===== config.mk =====
export PLATFORM = sky130hd
export DESIGN_NAME = wb_regfile
export DESIGN_NICKNAME = d
export VERILOG_FILES = /design/src/rtl/wb_regfile.sv
export SDC_FILE = /design/constraint.sdc
export NUM_CORES = 2
export LEC_CHECK = 0
export CORE_MARGIN = 5
export CORE_UTILIZATION = 55
export CTS_BUF_LIST = sky130_fd_sc_hd__clkbuf_4 sky130_fd_sc_hd__clkbuf_8
export DETAILED_ROUTE_END_ITERATION = 6
export PLACE_DENSITY_LB_ADDON = 0.3
export SYNTH_ARGS = -nofsm -noshare
export SYNTH_HDL_FRONTEND = slang
export SYNTH_SLANG_ARGS = --single-unit

===== constraint.sdc =====
create_clock -name clk -period 6 [get_ports clk]
set_clock_uncertainty 0.1 [all_clocks]
set_input_delay 1.8 -clock clk [delete_from_list [all_inputs] [get_ports clk]]
set_output_delay 1.8 -clock clk [all_outputs]
set_load 0.02 [all_outputs]

===== src/rtl/wb_regfile.sv =====
// Writeback stage and architectural register file: selects the retiring value,
// commits it to a 32 x 32 register array, and serves two bypassed read ports.
module wb_regfile #(
   parameter int DATA_W = 32,
   parameter int NREGS  = 32
) (
   input  logic              clk,
   input  logic              rst,
   input  logic [DATA_W-1:0] addp4out34,
   input  logic [DATA_W-1:0] alu_out34,
   input  logic [DATA_W-1:0] read_data234,
   input  logic [4:0]        write_reg34,
   input  logic              wr_en34,
   input  logic              memtoreg34,
   input  logic              jump34,
   input  logic              valid34,
   input  logic [4:0]        rs_addr,
   input  logic [4:0]        rt_addr,
   output logic [DATA_W-1:0] rs_data,
   output logic [DATA_W-1:0] rt_data,
   output logic [DATA_W-1:0] wb_data,
   output logic              wb_we,
   output logic [31:0]       retired_count
);

   logic [DATA_W-1:0] r_regs [0:NREGS-1];
   logic [31:0]       r_retired_count;

   logic [DATA_W-1:0] w_wb_data;
   logic              w_wb_we;
   logic [NREGS-1:0]  w_wr_sel;

   // Link write outranks the load/ALU choice.
   always_comb begin
      if (jump34)
         w_wb_data = addp4out34;
      else if (memtoreg34)
         w_wb_data = read_data234;
      else
         w_wb_data = alu_out34;
   end

   assign w_wb_we = wr_en34 & valid34 & (write_reg34 != 5'd0);

   // One-hot write decode; entry 0 never selected so r0 stays zero.
   generate
      for (genvar gi = 0; gi < NREGS; gi++) begin : g_wr_sel
         if (gi == 0) begin : g_r0
            assign w_wr_sel[gi] = 1'b0;
         end else begin : g_rn
            assign w_wr_sel[gi] = w_wb_we && (write_reg34 == 5'(gi));
         end
      end
   endgenerate

   always_ff @(posedge clk) begin
      if (rst) begin
         for (int i = 0; i < NREGS; i++)
            r_regs[i] <= '0;
      end else begin
         for (int i = 0; i < NREGS; i++)
            if (w_wr_sel[i])
               r_regs[i] <= w_wb_data;
      end
   end

   always_ff @(posedge clk) begin
      if (rst)
         r_retired_count <= '0;
      else if (valid34)
         r_retired_count <= r_retired_count + 32'd1;
   end

   // Same-cycle write-through keeps decode from needing a WB forwarding path.
   always_comb begin
      if (rs_addr == 5'd0)
         rs_data = '0;
      else if (w_wb_we && (write_reg34 == rs_addr))
         rs_data = w_wb_data;
      else
         rs_data = r_regs[rs_addr];
   end

   always_comb begin
      if (rt_addr == 5'd0)
         rt_data = '0;
      else if (w_wb_we && (write_reg34 == rt_addr))
         rt_data = w_wb_data;
      else
         rt_data = r_regs[rt_addr];
   end

   assign wb_data       = w_wb_data;
   assign wb_we         = w_wb_we;
   assign retired_count = r_retired_count;

endmodule


Word-level counts from Yosys, hierarchy flattened
Memory sizes are Yosys's and may differ from the RTL's.
Cells that the tools add are included.
{"block": "classes", "n_reduce_logical": 36, "n_mux": 132, "addsub": 1, "eq_ne": 33, "bitwise": 33}
{"op": "$mux 32", "n": 37}
{"op": "$mux 1", "n": 95}
{"op": "$eq 5x5->1 const B", "n": 16}
{"op": "$eq 5x4->1 const B", "n": 8}
{"op": "$logic_and 1x1->1", "n": 33}
{"op": "$add 32x1->32 const B", "n": 1}
{"op": "$or 1x1->1", "n": 31}
{"op": "$eq 5x3->1 const B", "n": 4}
{"op": "$eq 5x2->1 const B", "n": 2}
{"op": "$eq 5x5->1", "n": 2}
{"op": "$logic_not 5->1", "n": 2}
{"op": "$eq 5x1->1 const B", "n": 1}
{"op": "$reduce_bool 5->1", "n": 1}
{"op": "$and 1x1->1", "n": 2}
{"block": "word_totals", "out_inout_bits": 129, "ramBits": 1024, "mem_count": 1, "regBits": 32}
{"memory": "r_regs", "words": 32, "width": 32, "rd": 2, "rd_clocked_by_memory_dff": 0, "write_ports": 32, "line_no": "26", "text": "logic [DATA_W-1:0] r_regs [0:NREGS-1];"}

Logic depth before layout (Yosys ltp)
{"block": "logic_depth", "ltp_word": 7, "mapped_depth": 10, "mapped_depth_nobuf": 6}

Worst setup path before layout
No wires, ideal clock.
{"block": "synth_path", "path_type": "input port to output port", "start": "in write_reg34[2]", "end": "out rt_data[10]", "n_path_buf": 3, "required_ns": 4.100, "setup_slack_ns": 0.388, "cell_stages": 8, "arrival_time_ns": 3.712, "cell_sequence": "buf_2 > nor3_1 > a21oi_1 > and3_1 > buf_2 > buf_2 > nor3_1 > a221oi_1"}
{"block": "synth_between", "elab_chain_cells": 5, "elab_cells_between_ends": 6}
{"item": "start: declaration", "line_no": "12", "text": "input logic [4:0] write_reg34,"}
{"item": "$reduce_bool 5->1", "line_no": "43", "text": "assign w_wb_we = wr_en34 & valid34 & (write_reg34 != 5'd0);"}
{"item": "$and 1x1->1", "line_no": "43"}
{"item": "via wb_we", "line_no": "22", "text": "output logic wb_we,"}
{"item": "$logic_and 1x1->1", "line_no": "87", "text": "else if (w_wb_we && (write_reg34 == rt_addr))"}
{"item": "$mux 32", "line_no": "87"}
{"item": "$mux 32", "line_no": "85", "text": "if (rt_addr == 5'd0)"}
{"item": "end: declaration", "line_no": "20", "text": "output logic [DATA_W-1:0] rt_data,"}
The timed path passes the listed nets, and every way through them passes these cells.

Worst setup path after layout
{"block": "layout_path", "start": "in rt_addr[1]", "end": "out rt_data[2]"}
{"block": "layout_between", "elab_chain_cells": 4, "elab_cells_between_ends": 6}
{"item": "start: declaration", "line_no": "18", "text": "input logic [4:0] rt_addr,"}
{"item": "parallel branches: the longest is 3 deep, another holds $mem_v2 32x32"}
{"item": "$mux 32 *", "line_no": "85"}
Every way passes the cells marked *.

==> results.json <==
{
  "outcome": "complete, but fails checks",
  "violations": "design-rule violations, negative setup slack",
  "ys.flop_type": "edfxtp_1",
  "drtIter0Drc": 6679,
  "grt_pass1_wl_mm": 270,
  "cp-end-kind": "primary output",
  "fp.dieW_um": 319,
  "ys_async_sr_fraction_pct": 0,
  "detail-route-antenna-nets": 0,
  "clock_latency_ns": 0.83,
  "fin_nets": 4511,
  "clockBufferDepth": 3,
  "yosys_warnings": 0,
  "path_common_cell": "buf_12",
  "rsz0062_at_grt": "true",
  "setup_violations": 3,
  "p_seq_share_pct": 48.1,
  "required_ns": 4.10,
  "hp-start": "retired_count[30]$_SDFFE_PP0P_",
  "critPathLaunchType": "input port",
  "fin_ws_ns": -0.0436,
  "yosys_register_bits": 1024,
  "yosysTopAreaCellShare_pct": 56.6,
  "clock_sinks": 1024,
  "yosys.cell_count.top_type": "edfxtp_1",
  "clockPowerShare_pct": 33.5,
  "switching_share_pct": 27.8,
  "arrival_ns": 4.14,
  "cpPeakStageDelay_ns": 0.50,
  "intPower_mw": 12.9,
  "ys_seq_area_share_pct": 57.8,
  "maxSlewHeadroom_pct": 16.4,
  "cp_slowest_cell": "o311ai_1",
  "grt_usage_pct": 36.5,
  "std_cell_rows": 113,
  "period_share_pct": 101,
  "cts.clk_slew.worst_paths_ns": 0.06,
  "htreeDepth": 4,
  "cts_inserted_buffers": 166,
  "start_util_pct": 55.4,
  "r2r_end": "retired_count[18]$_SDFFE_PP0P_",
  "synth_area_per_cell_um2": 14.0,
  "critPathMaxFanout": 21,
  "antenna_found_initial": 13,
  "max_freq_mhz": 165,
  "r2r_cells": 6,
  "synth_area_leaders": "edfxtp_1 (57%), mux4_2 (13%), nor2_1 (4.9%), mux2_2 (4.6%), mux2i_1 (4.5%)",
  "vdd_drop_max_mv": 0.246,
  "worstMarginPinSlew_ns": 1.25,
  "drcViolationCount": 2,
  "multi_input_area_mm2": 0.0205,
  "leakagePower_nw": 23.2,
  "hold_path_depth": 2,
  "vias": 39800,
  "drt_pass1_iterations": 7,
  "tns_ns": -0.0502,
  "ios": 246,
  "layout_min_cycle_time_ns": 6.04,
  "synth.distinct_cells": 62,
  "syn_area_mm2": 0.0527,
  "crit_type": "in2out",
  "fp.dieH_um": 319,
  "cp-endpoint": "rt_data[2]",
  "finalHoldViolations": 0,
  "maxSlewViolCount": 0,
  "switching_power_mw": 4.98,
  "worstReg2RegStart": "retired_count[0]$_SDFFE_PP0P_",
  "dp_hpwl_mm": 131,
  "grt_pass1_vias": 39000,
  "drive_above_1_share_pct": 35.4,
  "syn2layout_area_growth_pct": 21.7,
  "grt-ovfl-total": 0,
  "synth_common_cells": "edfxtp_1 (992), nor2_1 (684), mux4_2 (306), mux2i_1 (238), mux2_2 (214)",
  "cap_violations": 0,
  "path_cells": "buf_8 -> buf_12 -> buf_12 -> buf_12 -> mux2_2 -> a22oi_1 -> nor2_1 -> o311ai_1 -> a221oi_2 -> buf_4 -> buf_4",
  "port_buffers": 245,
  "hold_class": "reg2reg",
  "layoutNonFillerInstCount": 5793,
  "totalWireLength_mm": 191,
  "place_congestion": 1.06,
  "core_area_mm2": 0.0950,
  "seqCellArea_mm2": 0.0304,
  "wire_per_inst_um": 32.9,
  "yosysTopAreaCell": "edfxtp_1",
  "post-place-cells": 5468,
  "cts_tree": "yes",
  "syn_inst": 3760,
  "grt_max_degree": 62,
  "synth_nets": 3878,
  "fill_cells": 6463,
  "ff2ff_setup_slack_ns": 3.71,
  "combPwrFrac_pct": 18.4,
  "powerDensity_mw_per_mm2": 279,
  "die-area_mm2": 0.102,
  "synth_edf_count": 992,
  "crit_start": "rt_addr[1]",
  "root_buffer": "clkbuf_8",
  "vias_per_cell": 6.87
}
## worst max-delay path: cells and delay by family
family	cells	cell delay [ns]
buffers and inverters	6	1.04
AND/OR/NAND/NOR	1	0.06
AO/OA/AOI/OAI	3	0.84
multiplexers	1	0.35
## sequential cells by signal, indices dropped and copies added, names as in the netlist
signal         cells
retired_count     32
r_regs           992
## per-layer routing
metal | wire length (um) | vias to the layer above | track usage (%)
met5 | 71 | - | 0
met4 | 7870 | 10 | 13.1
met3 | 37900 | 612 | 19.9
met2 | 80600 | 3759 | 52.1
met1 | 64300 | 19500 | 47.7
li1 | - | 15900 | -
## power groups by stage
| stage | Clock (mW) | Sequential (mW) | Combinational, mW |
|---|---|---|---|
| finish | 6.00 | 8.62 | 3.30 |
| global route | 6.34 | 8.65 | 3.36 |
| CTS | 6.00 | 8.60 | 3.14 |
| detailed placement | 0 | 8.74 | 3.13 |
| global placement | 0 | 8.70 | 3.11 |
| floorplan | 0 | 8.66 | 1.61 |
## logic make-up (layout without fill, tap and decap cells)
group	after synthesis	after routing	share of synthesized area, %
AO/OA/AOI/OAI	471	471	6.65
adder cells (fa/ha/maj)	1	1	0.0238
buffers and inverters	445	1204	4.26
AND/OR/NAND/NOR	1022	1022	8.32
XOR/XNOR	35	35	0.582
other	0	9	0
flip-flops	1024	1024	57.8
multiplexers	762	762	22.4
## final cells by class
class,instances,area share (%)
sequential,1024,47.5
inverter,70,0.410
tap,1265,2.47
antenna,9,0.0351
timing repair buffer,840,12.6
clock buffer,222,4.28
clock inverter,72,0.707
multi-input combinational,2291,32.0
## stage by stage
stage | utilization (%) | worst slack (ns) | hold slack [ns] | power (mW) | area, um^2
floorplan | - | 0.388 | 0.470 | 10.3 | 52700
detailed placement | 63.5 | -0.629 | 0.411 | 11.9 | 60300
global route | 67.4 | -0.0274 | 0.433 | 18.4 | 64100
global placement | 63.5 | -0.655 | 0.407 | 11.8 | 60300
CTS | 67.3 | 0.00287 | 0.425 | 17.7 | 63900
finish | 67.5 | -0.0436 | 0.428 | 17.9 | 64100
## what timing repair did
item,4_1_cts,5_1_grt
setup buffers,8,12
pin swaps,4,12
cloned,1,1
setup endpoints to repair,63,54
hold buffers,0,0
gates resized for setup,178,105
## cells in the final DEF, fill, tap and decap left out, types with 44 or more instances in the layout
master	count
a21oi_1	44
buf_12	105
buf_4	505
clkbuf_4	50
clkbuf_8	172
clkdlybuf4s50_1	165
edfxtp_1	992
inv_1	68
mux2_2	214
mux2i_1	237
mux4_2	306
nand2_1	100
nor2_1	684
nor3_1	71
o22ai_1	125
or2_2	48
## worst min-delay path by stage
stage	endpoint
floorplan	retired_count[30]$_SDFFE_PP0P_
global placement	retired_count[30]$_SDFFE_PP0P_
detailed placement	retired_count[30]$_SDFFE_PP0P_
CTS	retired_count[30]$_SDFFE_PP0P_
global route	retired_count[30]$_SDFFE_PP0P_
finish	retired_count[30]$_SDFFE_PP0P_
(Power assumes the default switching activity.)
